[src/rtl/com_uart_rx_fifo_if.sv]
// Bus bundle between a UART receiver/consumer pair and com_uart_rx_fifo.
// master: receiver side plus consumer; slave: the FIFO itself.
interface com_uart_rx_fifo_if #(
  parameter int DEPTH      = 16,
  parameter int DATA_WIDTH = 8
);
  localparam int CW = $clog2(DEPTH) + 1;

  logic [DATA_WIDTH-1:0] rx_data_in;
  logic                  rx_write_en;
  logic                  rx_valid_packet;
  logic                  rd_en;
  logic                  overflow_clr;
  logic [DATA_WIDTH-1:0] data_out;
  logic                  parity_err_out;
  logic                  empty;
  logic                  full;
  logic [CW-1:0]         count;
  logic                  overflow;

  modport master (
    output rx_data_in, rx_write_en, rx_valid_packet, rd_en, overflow_clr,
    input  data_out, parity_err_out, empty, full, count, overflow
  );

  modport slave (
    input  rx_data_in, rx_write_en, rx_valid_packet, rd_en, overflow_clr,
    output data_out, parity_err_out, empty, full, count, overflow
  );
endinterface

[src/rtl/com_uart_rx_fifo.sv]
// UART receive FIFO: synchronised byte strobe, show-ahead read, sticky overflow.
// Optional macro UART_RX_PARITY_DROP_EN discards bytes that fail parity.
module com_uart_rx_fifo #(
  parameter int DEPTH      = 16,
  parameter int DATA_WIDTH = 8
) (
  input logic              clk,
  input logic              rst,
  com_uart_rx_fifo_if.slave bus
);
  localparam int AW = $clog2(DEPTH);
  localparam int CW = AW + 1;
  localparam logic [CW-1:0] DEPTH_C = CW'(DEPTH);

  logic [DATA_WIDTH:0] mem [DEPTH];
  logic [AW-1:0]       wr_ptr_q, rd_ptr_q;
  logic [CW-1:0]       count_q, count_d;
  logic                overflow_q;
  logic                sync1_q, sync2_q, edge_q, push_q;
  logic                push, pop_req, do_write, drop, full_w, empty_w;
  logic [DATA_WIDTH:0] head;

  // Flops preset to 1 so a strobe already high at reset release never pushes.
  // push_q is registered to give a fixed four-edge write latency.
  always_ff @(posedge clk) begin
    if (rst) begin
      sync1_q <= 1'b1;
      sync2_q <= 1'b1;
      edge_q  <= 1'b1;
      push_q  <= 1'b0;
    end else begin
      sync1_q <= bus.rx_write_en;
      sync2_q <= sync1_q;
      edge_q  <= sync2_q;
      push_q  <= sync2_q & ~edge_q;
    end
  end

`ifdef UART_RX_PARITY_DROP_EN
  assign push               = push_q & bus.rx_valid_packet;
  assign bus.parity_err_out = 1'b0;
`else
  assign push               = push_q;
  assign bus.parity_err_out = head[DATA_WIDTH];
`endif

  assign full_w   = (count_q == DEPTH_C);
  assign empty_w  = (count_q == '0);
  assign pop_req  = bus.rd_en & ~empty_w;
  assign do_write = push & (~full_w | pop_req);
  assign drop     = push & full_w & ~pop_req;

  always_comb begin
    count_d = count_q;
    if (do_write && !pop_req)      count_d = count_q + CW'(1);
    else if (!do_write && pop_req) count_d = count_q - CW'(1);
  end

  always_ff @(posedge clk) begin
    if (rst) begin
      wr_ptr_q   <= '0;
      rd_ptr_q   <= '0;
      count_q    <= '0;
      overflow_q <= 1'b0;
    end else begin
      if (do_write) wr_ptr_q <= wr_ptr_q + AW'(1);
      if (pop_req)  rd_ptr_q <= rd_ptr_q + AW'(1);
      count_q <= count_d;
      if (drop)                  overflow_q <= 1'b1;
      else if (bus.overflow_clr) overflow_q <= 1'b0;
    end
  end

  always_ff @(posedge clk) begin
    if (do_write) mem[wr_ptr_q] <= {~bus.rx_valid_packet, bus.rx_data_in};
  end

  assign head         = mem[rd_ptr_q];
  assign bus.data_out = head[DATA_WIDTH-1:0];
  assign bus.empty    = empty_w;
  assign bus.full     = full_w;
  assign bus.count    = count_q;
  assign bus.overflow = overflow_q;
endmodule
[src/flat_wrapper.sv]
// flat-port wrapper written by rule: the top's interface ports become plain ports
module com_uart_rx_fifo_flat 
#(
  parameter int DEPTH      = 16,
  parameter int DATA_WIDTH = 8
)
  (clk, rst, bus_rx_data_in, bus_rx_write_en, bus_rx_valid_packet, bus_rd_en, bus_overflow_clr, bus_data_out, bus_parity_err_out, bus_empty, bus_full, bus_count, bus_overflow);
  com_uart_rx_fifo_if #(.DEPTH(DEPTH), .DATA_WIDTH(DATA_WIDTH)) bus_i ();
  input logic clk;
  input logic rst;
  input wire logic [$bits(bus_i.rx_data_in)-1:0] bus_rx_data_in;
  input wire logic [$bits(bus_i.rx_write_en)-1:0] bus_rx_write_en;
  input wire logic [$bits(bus_i.rx_valid_packet)-1:0] bus_rx_valid_packet;
  input wire logic [$bits(bus_i.rd_en)-1:0] bus_rd_en;
  input wire logic [$bits(bus_i.overflow_clr)-1:0] bus_overflow_clr;
  output wire logic [$bits(bus_i.data_out)-1:0] bus_data_out;
  output wire logic [$bits(bus_i.parity_err_out)-1:0] bus_parity_err_out;
  output wire logic [$bits(bus_i.empty)-1:0] bus_empty;
  output wire logic [$bits(bus_i.full)-1:0] bus_full;
  output wire logic [$bits(bus_i.count)-1:0] bus_count;
  output wire logic [$bits(bus_i.overflow)-1:0] bus_overflow;
  assign bus_i.rx_data_in = bus_rx_data_in;
  assign bus_i.rx_write_en = bus_rx_write_en;
  assign bus_i.rx_valid_packet = bus_rx_valid_packet;
  assign bus_i.rd_en = bus_rd_en;
  assign bus_i.overflow_clr = bus_overflow_clr;
  assign bus_data_out = bus_i.data_out;
  assign bus_parity_err_out = bus_i.parity_err_out;
  assign bus_empty = bus_i.empty;
  assign bus_full = bus_i.full;
  assign bus_count = bus_i.count;
  assign bus_overflow = bus_i.overflow;
  com_uart_rx_fifo #(.DEPTH(DEPTH), .DATA_WIDTH(DATA_WIDTH)) u_core (.clk(clk), .rst(rst), .bus(bus_i));
endmodule
[config.mk]
export PLATFORM = sky130hd
export DESIGN_NAME = com_uart_rx_fifo_flat
export DESIGN_NICKNAME = d
export VERILOG_FILES = /design/src/rtl/com_uart_rx_fifo_if.sv /design/src/rtl/com_uart_rx_fifo.sv /design/src/flat_wrapper.sv
export SDC_FILE = /design/constraint.sdc
export NUM_CORES = 1
export LEC_CHECK = 0
export BUFFER_PORTS_ARGS = -buffer_cell sky130_fd_sc_hd__buf_4
export CORE_MARGIN = 2
export CORE_UTILIZATION = 25
export CTS_BUF_LIST = sky130_fd_sc_hd__clkbuf_16
export CTS_CLUSTER_DIAMETER = 50
export CTS_CLUSTER_SIZE = 16
export DETAILED_ROUTE_END_ITERATION = 10
export SYNTH_ARGS = -nofsm -noshare
export SYNTH_HDL_FRONTEND = slang
export SYNTH_SLANG_ARGS = --single-unit
export TNS_END_PERCENT = 50
[constraint.sdc]
create_clock -name clk -period 2.7 [get_ports clk]
set_clock_uncertainty 0.1 [all_clocks]
set_input_delay 0.54 -clock clk [delete_from_list [all_inputs] [get_ports clk]]
set_output_delay 0.54 -clock clk [all_outputs]
set_load 0.02 [all_outputs]
=== Word-level counts from Yosys, hierarchy flattened ===
Memories as Yosys holds them, arrays and structs flattened. A register that Yosys moved wholly into a read port is not among the register bits.
Cells that the tools add are included.

* Word-level logic and storage cells: 40
* Bits of input ports: 14
* Memory bits (writable): 144
* Memories kept: 1
* Bits in registers: 18
* Bits in latches: 0
* Output and inout port bits: 17
* Memory bits (read-only): 0

* Equal/unequal tests: 1
* Divide/modulo/power cells: 0
* Magnitude comparators: 0
* Multipliers: 0
* Shift-type cells: 0
* Bitwise gates (word level): 11
* Add/subtract/negate cells: 4
* Reduce and logical (&&, ||, !) cells: 7
* Mux-type cells: 8

{| class="wikitable"
|+ Memory list
! name !! words !! bits a word !! rd ports !! clocked after memory_dff !! write ports !! RTL line !! RTL
|-
| u_core.mem || 16 || 9 || 1 || 1 || 1 || com_uart_rx_fifo.sv:15 || <nowiki>logic [DATA_WIDTH:0] mem [DEPTH];</nowiki>
|}

{| class="wikitable"
|+ Operator list
! kind !! number
|-
| 5-bit two-way mux || 2
|-
| 4-bit by 1-bit adder with 4-bit output (second input constant) || 2
|-
| 4-bit two-way mux || 2
|-
| 5-bit by 1-bit adder with 5-bit output (second input constant) || 1
|-
| 1-bit AND || 5
|-
| 5-bit equality test (second input constant) || 1
|-
| 5-bit zero test || 1
|-
| 1-bit inverter || 5
|-
| 5-bit by 1-bit subtractor with 5-bit output (second input constant) || 1
|-
| 1-bit two-way mux || 4
|-
| 2-bit nonzero test || 2
|-
| 1-bit logical AND || 2
|-
| 1-bit zero test || 2
|-
| 1-bit bitwise OR || 1
|}

=== Longest topological paths before layout ===
Gate-level depths: netlist of run 1.

* Depth in word-level cells: 9
* Mapped depth: 11
* Mapped depth without buffers: 10

=== Worst setup path after synthesis of run 1 ===
Ideal clock, no wire load.

* Path kind: reg-to-reg
* Start point: register u_core.count_q[0], in the netlist u_core.bus.count[0]
* End point: register u_core.count_q[4], in the netlist u_core.bus.count[4]
* Library setup time: 0.121 ns
* Path slack: -0.163 ns
* Data arrival time: 2.642 ns
* Stages on the path, launching flop included: 12
* Cell sequence: dfxtp_1 or4_4 buf_6 o21ai_4 inv_1 ha_1 inv_1 ha_1 a21oi_1 a211oi_1 a31oi_1 mux2_2

* Longest elaborated chain between the ends: 8

{| class="wikitable"
|+ RTL lines
! item !! RTL line !! RTL
|-
| from (decl) || com_uart_rx_fifo.sv:17 || <nowiki>logic [CW-1:0] count_q, count_d;</nowiki>
|-
| from (signal assigned) || com_uart_rx_fifo.sv:68 || <nowiki>count_q <= count_d;</nowiki>
|-
| 5-bit zero test || com_uart_rx_fifo.sv:48 || <nowiki>assign empty_w = (count_q == '0);</nowiki>
|-
| 1-bit inverter || com_uart_rx_fifo.sv:49 || <nowiki>assign pop_req = bus.rd_en & ~empty_w;</nowiki>
|-
| 1-bit AND || com_uart_rx_fifo.sv:49 ||
|-
| 1-bit bitwise OR * || com_uart_rx_fifo.sv:50 || <nowiki>assign do_write = push & (~full_w | pop_req);</nowiki>
|-
| 1-bit AND * || com_uart_rx_fifo.sv:50 ||
|-
| named net u_core.do_write || com_uart_rx_fifo.sv:20 || <nowiki>logic push, pop_req, do_write, drop, full_w, empty_w;</nowiki>
|-
| 1-bit zero test || com_uart_rx_fifo.sv:56 || <nowiki>else if (!do_write && pop_req) count_d = count_q - CW'(1);</nowiki>
|-
| 1-bit logical AND || com_uart_rx_fifo.sv:56 ||
|-
| 2-bit nonzero test (no source line) || -- ||
|}

The timed path passes the listed nets; every way through them passes the cells marked *. The select of a mux whose other input is x is not followed.
A chain may end at the register's enable or synchronous reset.

==> results of run 1 <==
layout make-up:
| class | instances | area (sq um) |
|---|---|---|
| fill | 2490 | 17500 |
| sequential | 166 | 4780 |
| multi-input combinational | 160 | 1800 |
| timing repair buffer | 65 | 622 |
| clock buffer | 17 | 425 |
| tap | 335 | 419 |
| clock inverter | 14 | 223 |
| inverter | 6 | 27.5 |
sequential cells by signal (all words and copies together), names as in the netlist, named ones only:
register and count:
u_core.sync1_q 1, u_core.edge_q 1, u_core.sync2_q 1, u_core.wr_ptr_q 4, u_core.rd_ptr_q 4, u_core.mem 144, u_core.bus.overflow 1, u_core.bus.count 5
u_core.push 1
through the flow:
step	hold WS, ns	power (uW)	cell area, sq um	utilization (%)
4_1_cts	0.181	7480	8260	32.0
5_1_grt	0.181	7780	8300	32.1
6_report	0.199	7480	8300	32.1
3_5_place_dp	0.286	4540	7370	28.5
2_1_floorplan	0.273	4090	6570	-
3_3_place_gp	0.279	4490	7370	28.5
report_power, final:
group | total, uW | leakage, uW | internal [uW] | switching [uW]
combinational | 1900 | 0.000990 | 1030 | 871
clock | 2640 | 0.000322 | 1650 | 987
sequential | 2940 | 0.00148 | 2860 | 84.0
cells in the final DEF, fill, tap and decap left out, drive strengths merged, types with 4 or more instances in the layout:
cell type,n
inv,11
edfxtp,144
dfxtp,22
xor2,6
a22oi,18
a21oi,4
nor2,24
ha,9
clkinv,4
bufinv,5
mux4,36
and3,10
nor2b,5
buf,65
nand2,11
and2,5
clkbuf,17
worst min-delay path by stage:
stage,from,cells after the start,end,slack [ns]
after floorplan,u_core.edge_q$_SDFF_PP1_,1,u_core.push$_SDFF_PP0_,0.27
after global placement,u_core.edge_q$_SDFF_PP1_,1,u_core.push$_SDFF_PP0_,0.28
after detailed placement,u_core.edge_q$_SDFF_PP1_,1,u_core.push$_SDFF_PP0_,0.29
after CTS,bus_rx_write_en,2,u_core.sync1_q$_SDFF_PP1_,0.18
after global routing,bus_rx_write_en,2,u_core.sync1_q$_SDFF_PP1_,0.18
final,bus_rx_write_en,2,u_core.sync1_q$_SDFF_PP1_,0.20
cell usage after synthesis, drive strengths merged:
cell type,count
xnor2,2
or2,3
buf,10
a21oi,4
or4,1
nand3,2
a211oi,1
edfxtp,144
nor4,2
or3,1
and3,10
nor3,2
fa,1
nand2,11
a31oi,1
nor2b,5
o211ai,3
nor4bb,1
and2,5
a21o,1
dfxtp,22
inv,6
clkbuf,5
o21ai,3
mux2,1
mux4,36
nor2,24
nor3b,2
a22oi,18
mux2i,3
nand2b,1
xor2,6
o2111ai,1
ha,9
logic make-up (layout without fill, tap and decap cells):
logic type,Yosys count,in the layout,synth area share [%]
buf+inv,21,102,1.53
mux,40,40,13.0
compound gates,32,32,3.85
flops,166,166,72.9
xor+xnor,8,8,1.07
fa+ha+maj,10,10,2.03
simple gates,70,70,5.57
worst register-to-register path: stages, from the launching register on:
cell     delay, ns
dfxtp_4       0.36
or4_4         0.59
o21ai_4       0.21
ha_4          0.18
inv_6         0.05
ha_1          0.27
a21o_1        0.19
a21oi_2       0.14
nor4_1        0.06
or3_1         0.35
metal layers:
metal / track usage, % / vias up
li1: - / 1527
met3: 3.03 / 13
met1: 13.9 / 1749
met2: 16.1 / 115
met4: 3.10 / 0
met5: 0 / -
what timing repair did:
item	CTS	global route
hold endpoints to repair	0	0
gates resized for setup	24	10
pin swaps	12	9
buffers inserted	3	2
cloned	3	0
endpoints found under the setup margin	9	11
==> results.json, run 1 <==
{
  "min_path_type": "in -> reg",
  "netlist_top_cells_area": "edfxtp_1, mux4_2, dfxtp_1, a22oi_1, ha_1",
  "fin_ws_ns": -0.0232,
  "final_cells": 763,
  "clkLatencyLatePin_ns": 0.42,
  "wirelength_um": 13800,
  "synth_seq_cells": 166,
  "fp.dieW_um": 166,
  "crit_required_ns": 2.06,
  "worst_pin_slew_ns": 1.04,
  "grt.overflow.total": 0,
  "crit_cells": 6,
  "drt-initial-drc-count": 298,
  "die_h_um": 166,
  "grt_pass1_vias": 3550,
  "finalCritPeriodShare_pct": 101,
  "drc_errors": 0,
  "cts_tree": "yes",
  "path_cells": "buf_12, buf_12, mux4_2, a22oi_2, nand2_1, buf_6",
  "reg2reg_slack_ns": 0.07,
  "yosys_warnings": 0,
  "cpPeakStageDelay_ns": 0.50,
  "mappedNetlistArea_sq_um": 6540,
  "worstSetupStartpointType": "flop",
  "powerDensity_nw_per_um2": 901,
  "drive_above_1_share_pct": 39.5,
  "topRoutingLayerUsed": "met4",
  "slew_viol_final": 0,
  "yosys.cell_types.count": 40,
  "max_freq_ghz": 0.367,
  "met1_length_um": 6070,
  "cts_hold_buf": 0,
  "slew_headroom_pct": 30.1,
  "firstDrtPassIters": 4,
  "yosysSeqAreaShare_pct": 72.9,
  "rsz0062_at_grt": "true",
  "clk_transition_reported_paths_ns": 0.06,
  "initial_core_util_pct": 25.3,
  "drv_cap": 0,
  "wire_per_inst_um": 18.1,
  "place_inst": 725,
  "grt_max_degree": 37,
  "syn-num-nets": 371,
  "cp-endpoint": "bus_data_out[5]",
  "crit_slowest_cell": "mux4_2",
  "cts.path.max_buffers": 2,
  "dr_wl_met2_um": 6700,
  "cts_sinks": 166,
  "vias_per_cell": 4.46,
  "dr_total_vias": 3404,
  "crit_family": "multiplexers",
  "vdd_drop_max_mv": 0.557,
  "reg2reg_from": "u_core.bus.count[3]$_SDFFE_PP0P_",
  "antenna_left": 0,
  "rows": 59,
  "finalSetupViolations": 2,
  "place_ws_ns": -0.0251,
  "wl_met3_um": 879,
  "crit_type": "reg -> out",
  "fin_tns_setup_ns": -0.0408,
  "num-nets-final": 440,
  "violations": "setup timing",
  "hold_viol": 0,
  "leakage_uw": 0.00279,
  "synthToLayoutAreaGrowth_pct": 27.0,
  "cts_buffers": 17,
  "place.gp.congestion": 0.773,
  "track_usage_pct": 10.3,
  "dpl.hpwl_um": 8420,
  "fp.dieArea_sq_um": 27400,
  "fin_crit_ns": 2.72,
  "io_buffers": 30,
  "critPathMostFrequentCell": "buf_12",
  "synth_top_area_cell": "edfxtp_1",
  "antenna_cells": 0,
  "cp-end-kind": "output port",
  "grt_antenna_before_repair": 0,
  "status": "complete, but fails checks",
  "synth.avg_cell_area_sq_um": 18.8,
  "cp_max_fo": 5,
  "synth_top_area_share_pct": 66.2,
  "worstPathArrival_ns": 2.08,
  "core_area_sq_um": 25800,
  "path_buf_inv": 3,
  "h-tree-depth": 4,
  "io_pins": 31,
  "regToRegEndpoint": "u_core.bus.count[3]$_SDFFE_PP0P_",
  "grt_pass1_wl_um": 20900,
  "r2r_cells": 9,
  "syn_inst": 347,
  "root_buffer": "clkbuf_16"
}
Power figures use the tool's default switching activity.
==> run 2: changes to the inputs <==
CORE_ASPECT_RATIO = 1.2   (was not set)
CTS_CLUSTER_SIZE = not set   (was 16)
==> results.json, run 2 (same netlist as run 1, synthesis figures left out) <==
{
  "initial_core_util_pct": 25.5,
  "critPathMostFrequentCell": "buf_4",
  "slew_viol_final": 0,
  "grt.overflow.total": 0,
  "io_pins": 31,
  "cp_max_fo": 7,
  "drv_cap": 0,
  "final_cell_mix": "edfxtp_1, buf_4, mux4_2, nor2_1, clkbuf_16",
  "place_area_sq_um": 7340,
  "place_inst": 716,
  "cts_sinks": 166,
  "largest_reg_flops": 144,
  "status": "finished, final reports clean",
  "fillCellCount": 2477,
  "crit_required_ns": 2.06,
  "postLayoutCoreUtil_pct": 32.1,
  "wire_per_inst_um": 19.2,
  "crit_slowest_cell": "mux4_2",
  "fin_crit_ns": 2.69,
  "powerDensity_nw_per_um2": 872,
  "vdd_drop_max_mv": 0.541,
  "h-tree-depth": 4,
  "grt_pass1_vias": 3638,
  "cts_tree": "yes",
  "slew_headroom_pct": 53.0,
  "rsz0062_at_grt": "true",
  "r2r_cells": 10,
  "cts.path.max_buffers": 2,
  "drt-initial-drc-count": 279,
  "clk_transition_reported_paths_ns": 0.06,
  "place.gp.congestion": 0.751,
  "final_cells": 757,
  "drc_errors": 0,
  "leakage_uw": 0.00275,
  "stdcell_area_sq_um": 8220,
  "antenna_left": 0,
  "grt_max_degree": 37,
  "finalCritPeriodShare_pct": 99.7,
  "dpl.hpwl_um": 8550,
  "min_path_type": "in -> reg",
  "worstSetupStartpointType": "flop",
  "max_freq_ghz": 0.372,
  "reg2reg_from": "u_core.bus.count[3]$_SDFFE_PP0P_",
  "vias_per_cell": 4.54,
  "worst_pin_slew_ns": 0.704,
  "cts_hold_buf": 0,
  "crit_type": "reg -> out",
  "hold_viol": 0,
  "hp-start": "bus_rx_write_en",
  "place_ws_ns": -0.110,
  "antenna_cells": 0,
  "grt_pass1_wl_um": 21500,
  "worstPathArrival_ns": 2.05,
  "track_usage_pct": 10.8,
  "top_register": "u_core.mem",
  "root_buffer": "clkbuf_16",
  "grt_antenna_before_repair": 0,
  "mostFrequentLayoutCell": "edfxtp_1",
  "synthToLayoutAreaGrowth_pct": 25.8,
  "rows": 64,
  "dr_total_vias": 3438,
  "fp.dieArea_sq_um": 27500,
  "cts_buffers": 17,
  "io_buffers": 30,
  "clkLatencyLatePin_ns": 0.41,
  "num-nets-final": 438,
  "cp-end-kind": "output port",
  "cpPeakStageDelay_ns": 0.52,
  "path_cells": "buf_4, buf_12, mux4_2, a22oi_2, nand2_1, buf_4",
  "fin_tns_setup_ns": 0,
  "wirelength_um": 14600,
  "firstDrtPassIters": 6,
  "core_area_sq_um": 25600,
  "drive_above_1_share_pct": 40.3,
  "fp.dieW_um": 152,
  "die_h_um": 181,
  "finalSetupViolations": 0,
  "hold_depth": 2,
  "fin_ws_ns": 0.00915
}
run 2: cell count changes in the layout (fill, tap and decap cells not counted), sizes merged:
cell,change
inv,+4
clkinvlp,+1
bufinv,-4
buf,-4
clkbuf,+2
run 2: worst paths after layout:
check	to	slack (ns)
max reg2reg	u_core.bus.count[3]$_SDFFE_PP0P_	0.03
min	u_core.sync1_q$_SDFF_PP1_	0.21
min reg2reg	u_core.push$_SDFF_PP0_	0.29
max	bus_data_out[4]	0.009
run 2: what timing repair did:
action | in CTS | in global routing
pin swaps | 3 | 22
cloned | 1 | 2
gates resized for setup | 6 | 39
endpoints found under the setup margin | 10 | 11
buffers inserted | 1 | 5
run 2: layout make-up:
cell class	instances	area [sq um]	area share, %
tap	330	413	5.02
clock inverter	15	126	1.54
inverter	6	27.5	0.335
clock buffer	17	425	5.18
multi-input combinational	160	1850	22.5
timing repair buffer	63	603	7.34
sequential	166	4780	58.1
run 2: critical path, delay by kind of cell (launching register included):
family          cells  cell delay (ns)
compound gates      1             0.21
buf+inv             3             0.44
flops               1             0.38
mux                 1             0.52
simple gates        1             0.09
run 2: power breakdown:
part / switching (uW) / internal [uW]
logic: 948 / 1030
registers: 71.2 / 2860
clock network: 988 / 1280
run 2: through the flow:
| stage | hold WS, ns | power [uW] |
|---|---|---|
| 6_report | 0.207 | 7170 |
| 5_1_grt | 0.194 | 7480 |
| 4_1_cts | 0.186 | 6940 |
| 3_5_place_dp | 0.285 | 4560 |
| 3_3_place_gp | 0.279 | 4500 |
| 2_1_floorplan | 0.273 | 4090 |
run 2: layer usage:
metal	track usage, %	wire length (um)	vias to the layer above
li1	-	-	1523
met1	15.0	6250	1790
met2	16.4	7140	119
met3	3.11	1070	6
met4	3.48	93	0
met5	0	0	-
==> run 3: changes to the inputs <==
CELL_PAD_IN_SITES_DETAIL_PLACEMENT = 1   (was not set)
CELL_PAD_IN_SITES_GLOBAL_PLACEMENT = 1   (was not set)
PLACE_DENSITY_LB_ADDON = 0.1   (was not set)
SLEW_MARGIN = 20   (was not set)
==> results.json, run 3 (same netlist as run 1, synthesis figures left out) <==
{
  "cts_buffers": 17,
  "powerDensity_nw_per_um2": 883,
  "fin_ws_ns": 0.00706,
  "io_pins": 31,
  "synthToLayoutAreaGrowth_pct": 26.4,
  "grt.overflow.total": 0,
  "largest_reg_flops": 144,
  "grt_pass1_vias": 3742,
  "crit_type": "reg -> out",
  "min_path_type": "in -> reg",
  "antenna_left": 0,
  "worstPathArrival_ns": 2.05,
  "reg2reg_from": "u_core.bus.count[0]$_SDFFE_PP0P_",
  "cp_max_fo": 5,
  "worstSetupStartpointType": "flop",
  "worst_pin_slew_ns": 1.08,
  "num-nets-final": 437,
  "fp.dieW_um": 152,
  "drt-initial-drc-count": 154,
  "cp-endpoint": "bus_data_out[5]",
  "cts.path.max_buffers": 2,
  "dr_total_vias": 3354,
  "clk_transition_reported_paths_ns": 0.07,
  "slew_viol_final": 0,
  "postLayoutCoreUtil_pct": 32.2,
  "cts_sinks": 166,
  "firstDrtPassIters": 6,
  "wire_per_inst_um": 20.9,
  "fin_crit_ns": 2.69,
  "crit_required_ns": 2.06,
  "vias_per_cell": 4.44,
  "max_freq_ghz": 0.371,
  "r2r_cells": 10,
  "place.gp.congestion": 0.696,
  "stdcell_area_sq_um": 8260,
  "mostFrequentLayoutCell": "edfxtp_1",
  "clkLatencyLatePin_ns": 0.42,
  "slew_headroom_pct": 27.7,
  "dpl.hpwl_um": 10000,
  "cp-end-kind": "output port",
  "regToRegEndpoint": "u_core.bus.count[4]$_SDFFE_PP0P_",
  "drv_cap": 0,
  "fp.dieArea_sq_um": 27500,
  "crit_slowest_cell": "mux4_2",
  "die_h_um": 181,
  "antenna_cells": 0,
  "fillCellCount": 2615,
  "drive_above_1_share_pct": 41.8,
  "track_usage_pct": 12.3,
  "grt_antenna_before_repair": 0,
  "drc_errors": 0,
  "reg2reg_slack_ns": 0.11,
  "io_buffers": 30,
  "leakage_uw": 0.00274,
  "grt_max_degree": 37,
  "hold_viol": 0,
  "wirelength_um": 15800,
  "cts_tree": "yes",
  "cpPeakStageDelay_ns": 0.52,
  "root_buffer": "clkbuf_16",
  "top_register": "u_core.mem",
  "rsz0062_at_grt": "true",
  "status": "finished, final reports clean",
  "final_cell_mix": "edfxtp_1, buf_4, mux4_2, nor2_1, a22oi_2",
  "place_area_sq_um": 7360,
  "h-tree-depth": 4,
  "rows": 64,
  "path_cells": "buf_12, buf_16, mux4_2, a22oi_2, nand2_1, buf_4",
  "initial_core_util_pct": 25.5,
  "place_ws_ns": 0.00127,
  "whs_ns": 0.206,
  "finalSetupViolations": 0,
  "grt_pass1_wl_um": 24000,
  "vdd_drop_max_mv": 0.434,
  "cts_hold_buf": 0,
  "finalCritPeriodShare_pct": 99.7,
  "core_area_sq_um": 25600
}
-- run 3: cell count changes in the layout (fill, tap and decap cells not counted), moves of 2 or more --
cell / previous run / this run
a22oi_2: 15 / 18
a22oi_1: 3 / 0
buf_6: 6 / 8
nor2b_2: 0 / 2
buf_4: 49 / 46
clkbuf_16: 19 / 17
nor2b_1: 5 / 3
buf_12: 3 / 5
-- run 3: per-layer routing --
metal  vias to the layer above  GRT usage (%)  part of all wire, %
met2                        57           21.9                   55
met4                         0           3.11                 0.85
met3                         7           2.68                  3.3
met5                         -              0                    0
met1                      1773           15.0                   41
li1                       1517              -                    -
-- run 3: area by class of cell --
cell class / count / area (sq um) / share of cell area [%]
Clock buffer: 17 / 425 / 5.15
Sequential cell: 166 / 4780 / 57.9
Tap cell: 330 / 413 / 5.00
Multi-Input combinational cell: 160 / 1850 / 22.4
Inverter: 6 / 25.0 / 0.303
Timing Repair Buffer: 62 / 606 / 7.33
Clock inverter: 15 / 165 / 2.00
-- run 3: critical path: cells and delay by family, from the launching register on --
family                 cells  cell delay [ns]
AND/OR/NAND/NOR            1             0.09
buffers and inverters      3             0.42
flip-flops                 1             0.42
AO/OA/AOI/OAI              1             0.18
multiplexers               1             0.52
-- run 3: stage by stage --
step	TNS, ns	total power [uW]	instances
2_1_floorplan	-0.0284	4090	347
3_3_place_gp	0	4630	717
3_5_place_dp	0	4640	717
4_1_cts	-0.380	7410	756
5_1_grt	-0.648	7660	756
6_report	0	7300	756
-- run 3: how the worst min path moves through the flow --
stage                                   from                   endpoint  cells after the start
global route                 bus_rx_write_en  u_core.sync1_q$_SDFF_PP1_                      2
CTS                          bus_rx_write_en  u_core.sync1_q$_SDFF_PP1_                      2
finish                       bus_rx_write_en  u_core.sync1_q$_SDFF_PP1_                      2
floorplan           u_core.edge_q$_SDFF_PP1_     u_core.push$_SDFF_PP0_                      1
detailed placement  u_core.edge_q$_SDFF_PP1_     u_core.push$_SDFF_PP0_                      1
global placement    u_core.edge_q$_SDFF_PP1_     u_core.push$_SDFF_PP0_                      1
-- run 3: where the power goes --
group | leakage (uW) | switching [uW] | internal, uW
clock | 0.000285 | 1040 | 1390
sequential | 0.00148 | 74.2 | 2860
combinational | 0.000977 | 939 | 1000
total | 0.00274 | 2050 | 5240
-- run 3: timing repair --
action | 4_1_cts | 5_1_grt
gates cloned | 3 | 0
endpoints found under the setup margin | 10 | 11
setup buffers | 4 | 1
resized for setup | 37 | 8
pin swaps | 18 | 13
